===== config.mk =====
export PLATFORM = sky130hd
export DESIGN_NAME = reg_write_arbiter_flat
export DESIGN_NICKNAME = d
export VERILOG_FILES = /design/src/rtl/reg_write_arbiter_if.sv /design/src/rtl/reg_write_arbiter.sv /design/src/flat_wrapper.sv
export SDC_FILE = /design/constraint.sdc
export NUM_CORES = 1
export LEC_CHECK = 0
export BUFFER_PORTS_ARGS = -buffer_cell sky130_fd_sc_hd__buf_4
export CAP_MARGIN = 10
export CORE_ASPECT_RATIO = 0.7
export CORE_MARGIN = 3
export CORE_UTILIZATION = 49
export DETAILED_ROUTE_END_ITERATION = 6
export HOLD_SLACK_MARGIN = 0.1
export PLACE_DENSITY = 0.85
export SETUP_SLACK_MARGIN = 0.3
export SLEW_MARGIN = 20
export SYNTH_ARGS = -nofsm -noshare
export SYNTH_HDL_FRONTEND = slang
export SYNTH_SLANG_ARGS = --single-unit

===== constraint.sdc =====
create_clock -name CLK -period 4.4 [get_ports CLK]
set_input_delay 0.22 -clock CLK [delete_from_list [all_inputs] [get_ports CLK]]
set_output_delay 0.22 -clock CLK [all_outputs]
set_load 0.03 [all_outputs]

===== src/rtl/reg_write_arbiter_if.sv =====
// Bundles the two writeback requester handshakes with the register-file write port.
// The pending_mask signal exists only when PENDING_MASK_EN is defined.
`ifndef NUM_REGS_WIDTH
`define NUM_REGS_WIDTH 3
`endif
`ifndef REG_WIDTH
`define REG_WIDTH 16
`endif

interface reg_write_arbiter_if #(
  parameter int NUM_REGS_WIDTH = `NUM_REGS_WIDTH,
  parameter int REG_WIDTH      = `REG_WIDTH,
  parameter int CNT_WIDTH      = 8
);
  logic                      a_req;
  logic [NUM_REGS_WIDTH-1:0] a_rd;
  logic [REG_WIDTH-1:0]      a_data;
  logic                      a_gnt;
  logic                      b_req;
  logic [NUM_REGS_WIDTH-1:0] b_rd;
  logic [REG_WIDTH-1:0]      b_data;
  logic                      b_gnt;
  logic                      reg_write_en;
  logic [NUM_REGS_WIDTH-1:0] rd;
  logic [REG_WIDTH-1:0]      reg_in;
  logic [CNT_WIDTH-1:0]      conflict_cnt;
`ifdef PENDING_MASK_EN
  logic [(2**NUM_REGS_WIDTH)-1:0] pending_mask;
`endif

  // Requester / observer side
  modport master (
`ifdef PENDING_MASK_EN
    input  pending_mask,
`endif
    output a_req, a_rd, a_data, b_req, b_rd, b_data,
    input  a_gnt, b_gnt, reg_write_en, rd, reg_in, conflict_cnt
  );

  // Arbiter side
  modport slave (
`ifdef PENDING_MASK_EN
    output pending_mask,
`endif
    input  a_req, a_rd, a_data, b_req, b_rd, b_data,
    output a_gnt, b_gnt, reg_write_en, rd, reg_in, conflict_cnt
  );
endinterface


===== src/rtl/reg_write_arbiter.sv =====
// Round-robin arbiter sharing the register file's single write port between core
// writeback (A) and host/debug (B). Optional PENDING_MASK_EN adds an in-flight write mask.
`ifndef NUM_REGS_WIDTH
`define NUM_REGS_WIDTH 3
`endif
`ifndef REG_WIDTH
`define REG_WIDTH 16
`endif

module reg_write_arbiter #(
  parameter int NUM_REGS_WIDTH = `NUM_REGS_WIDTH,
  parameter int REG_WIDTH      = `REG_WIDTH,
  parameter int CNT_WIDTH      = 8
) (
  input logic               CLK,
  input logic               RST,
  reg_write_arbiter_if.slave bus
);

  typedef enum logic {
    LAST_A = 1'b0,
    LAST_B = 1'b1
  } grant_t;

  grant_t                    last_grant;
  grant_t                    last_grant_next;
  logic                      a_gnt;
  logic                      b_gnt;
  logic                      write_en;
  logic [NUM_REGS_WIDTH-1:0] write_rd;
  logic [REG_WIDTH-1:0]      write_data;
  logic [CNT_WIDTH-1:0]      conflict_cnt;

  always_ff @(posedge CLK) begin
    if (RST) begin
      last_grant <= LAST_B;
    end else begin
      last_grant <= last_grant_next;
    end
  end

  // Grants are suppressed during reset so nothing transfers on the reset edge.
  always_comb begin
    a_gnt           = 1'b0;
    b_gnt           = 1'b0;
    last_grant_next = last_grant;
    if (!RST) begin
      if (bus.a_req && bus.b_req) begin
        if (last_grant == LAST_B) begin
          a_gnt = 1'b1;
        end else begin
          b_gnt = 1'b1;
        end
      end else if (bus.a_req) begin
        a_gnt = 1'b1;
      end else if (bus.b_req) begin
        b_gnt = 1'b1;
      end
    end
    if (a_gnt) begin
      last_grant_next = LAST_A;
    end else if (b_gnt) begin
      last_grant_next = LAST_B;
    end
  end

  always_ff @(posedge CLK) begin
    if (RST) begin
      write_en   <= 1'b0;
      write_rd   <= '0;
      write_data <= '0;
    end else if (a_gnt) begin
      write_en   <= 1'b1;
      write_rd   <= bus.a_rd;
      write_data <= bus.a_data;
    end else if (b_gnt) begin
      write_en   <= 1'b1;
      write_rd   <= bus.b_rd;
      write_data <= bus.b_data;
    end else begin
      write_en   <= 1'b0;
    end
  end

  always_ff @(posedge CLK) begin
    if (RST) begin
      conflict_cnt <= '0;
    end else if (bus.a_req && bus.b_req && (conflict_cnt != {CNT_WIDTH{1'b1}})) begin
      conflict_cnt <= conflict_cnt + 1'b1;
    end
  end

  assign bus.a_gnt        = a_gnt;
  assign bus.b_gnt        = b_gnt;
  assign bus.reg_write_en = write_en;
  assign bus.rd           = write_rd;
  assign bus.reg_in       = write_data;
  assign bus.conflict_cnt = conflict_cnt;

`ifdef PENDING_MASK_EN
  logic [(2**NUM_REGS_WIDTH)-1:0] pending_mask;

  always_comb begin
    pending_mask = '0;
    if (write_en) begin
      pending_mask[write_rd] = 1'b1;
    end
  end

  assign bus.pending_mask = pending_mask;
`endif

endmodule


===== src/flat_wrapper.sv =====
// flat-port wrapper written by rule: the top's interface ports become plain ports
module reg_write_arbiter_flat 
#(
  parameter int NUM_REGS_WIDTH = `NUM_REGS_WIDTH,
  parameter int REG_WIDTH      = `REG_WIDTH,
  parameter int CNT_WIDTH      = 8
)
  (CLK, RST, bus_a_req, bus_a_rd, bus_a_data, bus_b_req, bus_b_rd, bus_b_data, bus_a_gnt, bus_b_gnt, bus_reg_write_en, bus_rd, bus_reg_in, bus_conflict_cnt);
  reg_write_arbiter_if #(.NUM_REGS_WIDTH(NUM_REGS_WIDTH), .REG_WIDTH(REG_WIDTH), .CNT_WIDTH(CNT_WIDTH)) bus_i ();
  input logic CLK;
  input logic RST;
  input wire logic [$bits(bus_i.a_req)-1:0] bus_a_req;
  input wire logic [$bits(bus_i.a_rd)-1:0] bus_a_rd;
  input wire logic [$bits(bus_i.a_data)-1:0] bus_a_data;
  input wire logic [$bits(bus_i.b_req)-1:0] bus_b_req;
  input wire logic [$bits(bus_i.b_rd)-1:0] bus_b_rd;
  input wire logic [$bits(bus_i.b_data)-1:0] bus_b_data;
  output wire logic [$bits(bus_i.a_gnt)-1:0] bus_a_gnt;
  output wire logic [$bits(bus_i.b_gnt)-1:0] bus_b_gnt;
  output wire logic [$bits(bus_i.reg_write_en)-1:0] bus_reg_write_en;
  output wire logic [$bits(bus_i.rd)-1:0] bus_rd;
  output wire logic [$bits(bus_i.reg_in)-1:0] bus_reg_in;
  output wire logic [$bits(bus_i.conflict_cnt)-1:0] bus_conflict_cnt;
  assign bus_i.a_req = bus_a_req;
  assign bus_i.a_rd = bus_a_rd;
  assign bus_i.a_data = bus_a_data;
  assign bus_i.b_req = bus_b_req;
  assign bus_i.b_rd = bus_b_rd;
  assign bus_i.b_data = bus_b_data;
  assign bus_a_gnt = bus_i.a_gnt;
  assign bus_b_gnt = bus_i.b_gnt;
  assign bus_reg_write_en = bus_i.reg_write_en;
  assign bus_rd = bus_i.rd;
  assign bus_reg_in = bus_i.reg_in;
  assign bus_conflict_cnt = bus_i.conflict_cnt;
  reg_write_arbiter #(.NUM_REGS_WIDTH(NUM_REGS_WIDTH), .REG_WIDTH(REG_WIDTH), .CNT_WIDTH(CNT_WIDTH)) u_core (.CLK(CLK), .RST(RST), .bus(bus_i));
endmodule

==> impl_metrics.ini <==
[timing]
skew_ns = 0.00692
finalSetupViolations = 0
final_hold_viol_count = 0
fmax_ghz = 0.490
setup_tns_ns = 0
slew_viol_final = 0
tightestPinTransition_ns = 0.704
slew_headroom_pct = 52.9
min_period_ns = 2.04
post-route-period-util_pct = 46.4
rsz0062_at_grt = false

[clock_network]
cts_tree = done
postCtsResizedCells = 0
cts_max_level = 2
cts_buffers = 5
path_clk_slew_ns = 0.07
cts_num_sinks = 29
cts_buffer_depth = 2
cts_root_buffer = clkbuf_8
holdBufCountCts = 0
postCtsSetupBuffers = 0
worstSkewPairLatency_ns = 0.28

[logic_synthesis]
synth_ff_type = dfxtp_1
synth_warnings = 0
synthesis.area_um2 = 1460
syn_area_per_cell_um2 = 9.57
synth_cell_types = 34
netlist_top_cells_count = dfxtp_1 (29), inv_1 (20), a2111oi_0 (19), a221o_1 (19), buf_2 (8)
synth_top_cell_area_share_pct = 39.9
synth-edff-count = 0
synth_seq_area_share_pct = 39.9
synthesis.instances = 152
synth_nets = 195
ys_seq_elements = 29
synth_top_area_cell = dfxtp_1
async_flop_share_pct = 0
synth.area.top_cells = dfxtp_1 (40%), a221o_1 (13%), a2111oi_0 (11%), inv_1 (5.2%), mux2_1 (3.1%)
yosysMostFrequentCell = dfxtp_1

[placement]
place.gp.congestion = 0.808
numPortBuffers = 71
dpl.hpwl_um = 2950

[critical_path]
critPathMaxFanout = 22
r2r-start = u_core.bus.conflict_cnt[0]
critical_path_class = reg2out
r2r.worst_path.cells = 4
worstPathArrival_ns = 1.82
cp-end-kind = primary output
setup.worst_path.start_class = register
reg2reg_setup_slack_ns = 2.65
cp.required_ns = 4.18
critPathLaunch = u_core.last_grant

[detailed_routing]
wirelength_um = 4180
dr.pass1.iters = 5
drt-initial-drc-count = 145
remaining_drc_errors = 0
route.vias.total = 1490
wl_per_cell_um = 17.0
avgViaCountPerCell = 6.06
postRouteAntennaNets = 0

[power_and_ir_drop]
p_sw_w = 0.000182
pwr-share-clk_pct = 33.7
internal_power_w = 0.000466
comb_power_share_pct = 21.0
leakage_nw = 0.942
powerDensity_nw_per_um2 = 319
ir_drop_mv = 0.211
switching_share_pct = 28.1
sequentialPowerShare_pct = 45.4

[floorplan]
start_util_pct = 55.0
fp-row-count = 15
fp.dieH_um = 51.6
fp.dieArea_um2 = 3670
core_area_um2 = 2650
io_pins = 72
fp.dieW_um = 71.1

[hold_path]
hp-start = bus_a_data[9]
holdPathStages = 2
holdCritPathClass = in2reg

[final_layout]
synthToLayoutAreaGrowth_pct = 39.6
nets = 255
seq_area_um2 = 581
drive_gt1_share_pct = 39.2
num_antenna_cells = 0
multi_input_area_um2 = 703
fill_cells = 181
final_util_pct = 76.8

[outcome]
status = complete, no violations

[job]
drv_cap = 0

[global_route]
groute.usage.overall_pct = 23.2
grt_overflow = 0
grt_max_degree = 38
grt_pass1_wl_um = 6640
antenna_found_initial = 0
grt_pass1_vias = 1365
[final timing paths]
| check | to |
|---|---|
| setup / recovery | bus_a_gnt |
| hold / removal | u_core.bus.reg_in[9] |
| setup reg to reg | u_core.bus.conflict_cnt[3] |
| hold reg to reg | u_core.bus.reg_in[11] |
[per-layer routing]
metal | share of wire [%] | vias up | wire length [µm] | GRT usage (%)
li1 | - | 708 | - | -
met1 | 45 | 696 | 1880 | 30.9
met2 | 46 | 79 | 1910 | 36.0
met3 | 8.2 | 7 | 343 | 6.76
met4 | 1.1 | 0 | 46 | 8.13
met5 | 0 | - | 0 | 0
[registers in the layout (all words and copies together) (netlist names)]
name,flops
u_core.bus.conflict_cnt,8
u_core.last_grant,1
u_core.bus.reg_write_en,1
u_core.bus.reg_in,16
u_core.bus.rd,3
[worst max-delay path, cell delays in order (launching register included)]
cell	delay [ns]
dfxtp_1	0.72
and2b_1	0.27
nor3_2	0.09
buf_4	0.26
buf_4	0.20
[power groups by stage]
stage | clock (W) | sequential (W) | combinational, W
5_1_grt | 0.000234 | 0.000296 | 0.000146
6_report | 0.000218 | 0.000294 | 0.000136
3_5_place_dp | 0 | 0.000299 | 0.000136
3_3_place_gp | 0 | 0.000298 | 0.000134
2_1_floorplan | 0 | 0.000326 | 0.0000463
4_1_cts | 0.000222 | 0.000294 | 0.000137
[area by class of cell]
cell class / count / share of cell area (%)
timing repair buffer: 72 / 26.6
tap: 34 / 2.09
multi-input combinational: 83 / 34.6
inverter: 21 / 3.88
clock buffer: 7 / 4.25
sequential: 29 / 28.6
[cell usage in the layout, fill, tap and decap left out, drive strengths merged]
master / n
nand4: 2
nor3: 3
ha: 1
nor3b: 1
nor2b: 4
a41oi: 4
nand2b: 2
a311oi: 4
mux2: 4
a211o: 1
a31oi: 1
nor2: 4
buf: 72
dfxtp: 29
a21oi: 1
a211oi: 2
a2111oi: 19
a221o: 19
and4: 2
nand2: 3
inv: 21
mux2i: 1
and3: 2
nand3: 1
clkbuf: 7
and2b: 2
[cell families after synthesis]
kind of cell	synth area share, %
AO/OA/AOI/OAI	32.2
buffers and inverters	12.1
flip-flops	39.9
AND/OR/NAND/NOR	11.1
multiplexers	3.78
adder cells (fa/ha/maj)	0.860
[metrics by stage]
stage | area (µm²) | instances | hold slack, ns | power (W) | setup slack (ns)
2_1_floorplan | 1460 | 152 | 0.360 | 0.000373 | 2.63
3_3_place_gp | 1950 | 239 | 0.445 | 0.000432 | 2.73
3_5_place_dp | 1950 | 239 | 0.447 | 0.000435 | 2.68
4_1_cts | 2030 | 246 | 0.159 | 0.000653 | 2.37
5_1_grt | 2030 | 246 | 0.166 | 0.000676 | 2.25
6_report | 2030 | 246 | 0.163 | 0.000649 | 2.36
(Power assumes the default switching activity.)
